## config.mk

```make
export PLATFORM = sky130hd
export DESIGN_NAME = gpi_debounce
export DESIGN_NICKNAME = d
export VERILOG_FILES = /design/src/rtl/gpi_debounce.sv
export SDC_FILE = /design/constraint.sdc
export NUM_CORES = 1
export LEC_CHECK = 0
export ABC_AREA = 1
export CORE_UTILIZATION = 30
export DETAILED_ROUTE_END_ITERATION = 12
export PLACE_DENSITY = 0.48
export SYNTH_ARGS = -nofsm -noshare
export SYNTH_HDL_FRONTEND = slang
export SYNTH_HIERARCHICAL = 1
export SYNTH_SLANG_ARGS = --single-unit
```

## constraint.sdc

```tcl
create_clock -name clk_sys_i -period 2.3 [get_ports clk_sys_i]
set_clock_uncertainty 0.1 [all_clocks]
set_input_delay 0.46 -clock clk_sys_i [delete_from_list [all_inputs] [get_ports clk_sys_i]]
set_output_delay 0.46 -clock clk_sys_i [all_outputs]
set_load 0.005 [all_outputs]
```

## src/rtl/gpi_debounce.sv

```systemverilog
// Board-input conditioner: per-bit 2-flop synchroniser, counter debounce and
// registered edge pulses, plus one sticky maskable change interrupt.

module gpi_debounce_bit #(
  parameter int   DebounceCycles = 50000,
  parameter int   CW             = $clog2(DebounceCycles + 1),
  parameter logic RV             = 1'b0
) (
  input  logic clk,
  input  logic rst_n,
  input  logic raw,
  output logic stable,
  output logic rise,
  output logic fall
);
  localparam logic [CW-1:0] CNT_MAX = CW'(DebounceCycles - 1);

  logic          s1, s2;
  logic [CW-1:0] cnt;

  always_ff @(posedge clk or negedge rst_n) begin
    if (!rst_n) begin
      s1     <= RV;
      s2     <= RV;
      stable <= RV;
      cnt    <= '0;
      rise   <= 1'b0;
      fall   <= 1'b0;
    end else begin
      s1   <= raw;
      s2   <= s1;
      rise <= 1'b0;
      fall <= 1'b0;
      // Any sample agreeing with the accepted level throws away a partial count.
      if (s2 == stable) begin
        cnt <= '0;
      end else if (cnt == CNT_MAX) begin
        stable <= s2;
        cnt    <= '0;
        rise   <= s2;
        fall   <= ~s2;
      end else begin
        cnt <= cnt + 1'b1;
      end
    end
  end
endmodule

module gpi_debounce #(
  parameter int               Width          = 20,
  parameter int               DebounceCycles = 50000,
  parameter logic [Width-1:0] ResetValue     = '0
) (
  input  logic             clk_sys_i,
  input  logic             rst_sys_ni,
  input  logic [Width-1:0] raw_i,
  input  logic [Width-1:0] irq_mask_i,
  input  logic             irq_clr_i,
  output logic [Width-1:0] stable_o,
  output logic [Width-1:0] rise_o,
  output logic [Width-1:0] fall_o,
  output logic             irq_o
);
  for (genvar i = 0; i < Width; i++) begin : g_lane
    gpi_debounce_bit #(
      .DebounceCycles(DebounceCycles),
      .RV            (ResetValue[i])
    ) u_bit (
      .clk   (clk_sys_i),
      .rst_n (rst_sys_ni),
      .raw   (raw_i[i]),
      .stable(stable_o[i]),
      .rise  (rise_o[i]),
      .fall  (fall_o[i])
    );
  end

  // A new event in the same cycle as a clear keeps irq set so nothing is lost.
  always_ff @(posedge clk_sys_i or negedge rst_sys_ni) begin
    if (!rst_sys_ni) irq_o <= 1'b0;
    else             irq_o <= (irq_o & ~irq_clr_i) | (|((rise_o | fall_o) & irq_mask_i));
  end
endmodule

```

==> results.txt <==
CTS Root Cell -> clkbuf_16
Nets -> 2889
Final Max Tran Viols -> 0
met3 Use GR -> 0.0250
crit path DAT -> 1.58 ns
vias per cell -> 4.43
Sw Ratio -> 0.228
Initial Utilization -> 0.305
synth cell count leaders -> 620 x nor2_1, 445 x nand2_1, 421 x dfrtp_1
Boundary Pins -> 104
initial antenna violation count -> 1
cells on worst reg2reg path -> 4
Post-CTS Setup Inserts -> 0
Area contributors post-synth -> dfrtp_1 47%, nor2_1 10%, nand2_1 7.5%, nand3_1 4.5%, inv_1 4.3%
power share of the sequential group -> 0.463
Die Area -> 75700 µm²
gpl congestion -> 0.840
clock power share -> 0.497
Placed Cells incl. Taps -> 3730
Post-synth ARST share -> 1.00
footprint of the multi-input gates -> 10600 µm²
most common cell in the netlist -> nor2_1
n_diodes -> 0
die width -> 275 µm
TritonCTS buffer count -> 52
HP Start -> raw_i[19]
vias -> 16900
worst endpoint required time -> 1.74 ns
CP max stage cell -> clkdlybuf4s50_1
final setup violation count -> 0
Max stage delay on crit path -> 0.58 ns
RSZ-0062 raised after global routing -> no
Post-Syn Nets -> 2732
Clock Pin Slew Worst Setup and Hold Paths -> 0.06 ns
I/O Buffers -> 103
register area -> 10500 µm²
hold depth -> 1
Largest delay share family, worst path -> buffers and inverters
number of max-cap violations -> 0
GRT Residual Overflow -> 0
Reg-to-Reg End -> irq_o
post-synthesis sequential area ratio -> 0.471
gr busiest metal -> met2
total power -> 16.6 mW
worst vdd ir -> 0.000522 V
pwr/cell area -> 625 nW/µm²
Rows -> 99
Mapped Area -> 22400 µm²
DR pass1 iterations -> 12
die height -> 275 µm
leakage power -> 12.3 nW
number of enable flip-flop cells after synthesis -> 0
htree depth -> 2
Comb pwr share -> 0.040
final setup TNS -> 0 ns
first-pass GRT wire length -> 82200 µm
DRT iter0 DRCs -> 1057
Mapped Cells -> 2669
M1 GR Usage -> 0.170
period utilization -> 0.931
FF+latch count, synth -> 421
Placeable Area -> 73500 µm²
remaining antenna violation count -> 0
DRC viols -> 5
Worst R2R Start -> g_lane[5].u_bit/fall
Yosys warnings -> 6
FILL cells -> 7452
R2R Setup Slk -> 0.69 ns
# clock sinks -> 421
post-synthesis cell type count -> 26
dominant cell type by area after synthesis -> dfrtp_1
Worst Hold Class -> input pin to flop
CP Max Fanout -> 4
outcome -> finished, violations left
layout cell share with drive strength beyond 1 -> 0.166
Max Buffers Root-to-Sink -> 3
Final Hold Vio Count -> 0
CP endpoint kind -> primary output
CP Cell Sequence -> clkdlybuf4s50_1
Hold Path End -> g_lane[19].u_bit/s1
Tightest Pin Transition -> 0.579 ns
Buf/Inv on CP -> 1
gr usage total -> 0.130
final WL -> 47500 µm
post-CTS sizing -> 0
largest net degree at the start of global routing -> 52
HPWL Detailed -> 34100 µm
global-route met2 utilization -> 0.216
Avg Cell Area, Syn -> 8.39 µm²
final worst path period need -> 2.14 ns
Net Sw Power -> 3.78 mW
internal power -> 12.8 mW
Layout Cells excl Fill -> 3821
failing checks -> design-rule violations
Clk Latency, worst-skew pair -> 0.60 ns
area fraction of the dominant cell type after synthesis -> 0.471
vias in the first global route -> 17000
WL per Instance -> 12.4 µm
ys flop type -> dfrtp_1
WS Path Type -> flop to primary output
CTS tree -> yes
Max Clk Rate -> 467 MHz
max_slew headroom -> 0.610
area delta synth->final -> 18.2%
startpoint types -> flop
[area by class of cell]
class	instances	share of cell area
Clock buffer	76	0.0560
Clock inverter	14	0.00851
Inverter	315	0.0447
Multi-Input combinational cell	1913	0.399
Sequential cell	421	0.398
Tap cell	959	0.0453
Timing Repair Buffer	123	0.0482
[power by group through the flow]
stage	logic (mW)	clock network [mW]	registers (mW)
after floorplan	0.337	0	7.78
after global placement	0.671	0	7.79
after detailed placement	0.685	0	7.80
after CTS	0.690	8.61	7.67
after global routing	0.765	8.90	7.69
final	0.660	8.22	7.67
[stage by stage]
stage	util	setup slack, ns	area, µm²	hold WS (ns)
finish	0.360	0.159	26500	0.192
global route	0.360	0.0551	26500	0.157
CTS	0.360	0.0671	26500	0.127
detailed placement	0.337	0.336	24800	0.235
global placement	0.337	0.407	24800	0.232
floorplan	-	0.937	22400	0.0644
[logic make-up (layout without fill, tap and decap cells)]
family          after synthesis  after routing  synth area share
flops                       421            421             0.471
buf+inv                     335            528            0.0573
fa+ha+maj                    20             20            0.0112
xor+xnor                    160            160            0.0626
compound gates              106            106            0.0316
simple gates               1627           1627             0.367
[registers in the layout, summed over array words and instances, names as in the netlist]
signal,flops
g_lane.u_bit/fall,20
irq_o,1
g_lane.u_bit/s2,20
g_lane.u_bit/s1,20
g_lane.u_bit/cnt,320
g_lane.u_bit/stable,20
g_lane.u_bit/rise,20
[routing by layer]
layer,wire [µm],vias up
met5,13,-
met2,22400,213
met4,956,2
met1,22400,7975
met3,1810,61
li1,-,8672
[cell usage in the layout (no fill, tap or decap), drive strengths merged]
cell and n:
a21oi 40, a31oi 40, buf 20, bufinv 5
clkbuf 76, clkdlybuf4s50 102, clkinv 7, dfrtp 421
dlygate4sd3 1, ha 20, inv 317, nand2 505
nand3 242, nand4 40, nor2 760, nor3 60
o21a 1, o21ai 5, o21bai 20, or2 20
xnor2 80, xor2 80
[worst max-delay path by stage]
| stage | to | cells past startpoint | startpoint | slack [ns] |
|---|---|---|---|---|
| global route | stable_o[15] | 1 | g_lane[15].u_bit/stable | 0.06 |
| detailed placement | irq_o | 5 | irq_mask_i[5] | 0.34 |
| finish | stable_o[10] | 1 | g_lane[10].u_bit/stable | 0.16 |
| global placement | irq_o | 5 | irq_mask_i[5] | 0.41 |
| floorplan | g_lane[0].u_bit/stable | 6 | g_lane[0].u_bit/cnt[0] | 0.94 |
| CTS | stable_o[15] | 1 | g_lane[15].u_bit/stable | 0.07 |
[repair_timing]
action                                  in CTS  in global routing
hold buffers                                 1                  0
endpoints found under the hold margin       32                  0
endpoints found under the setup margin       0                  0
Power figures use the tool's default switching activity.
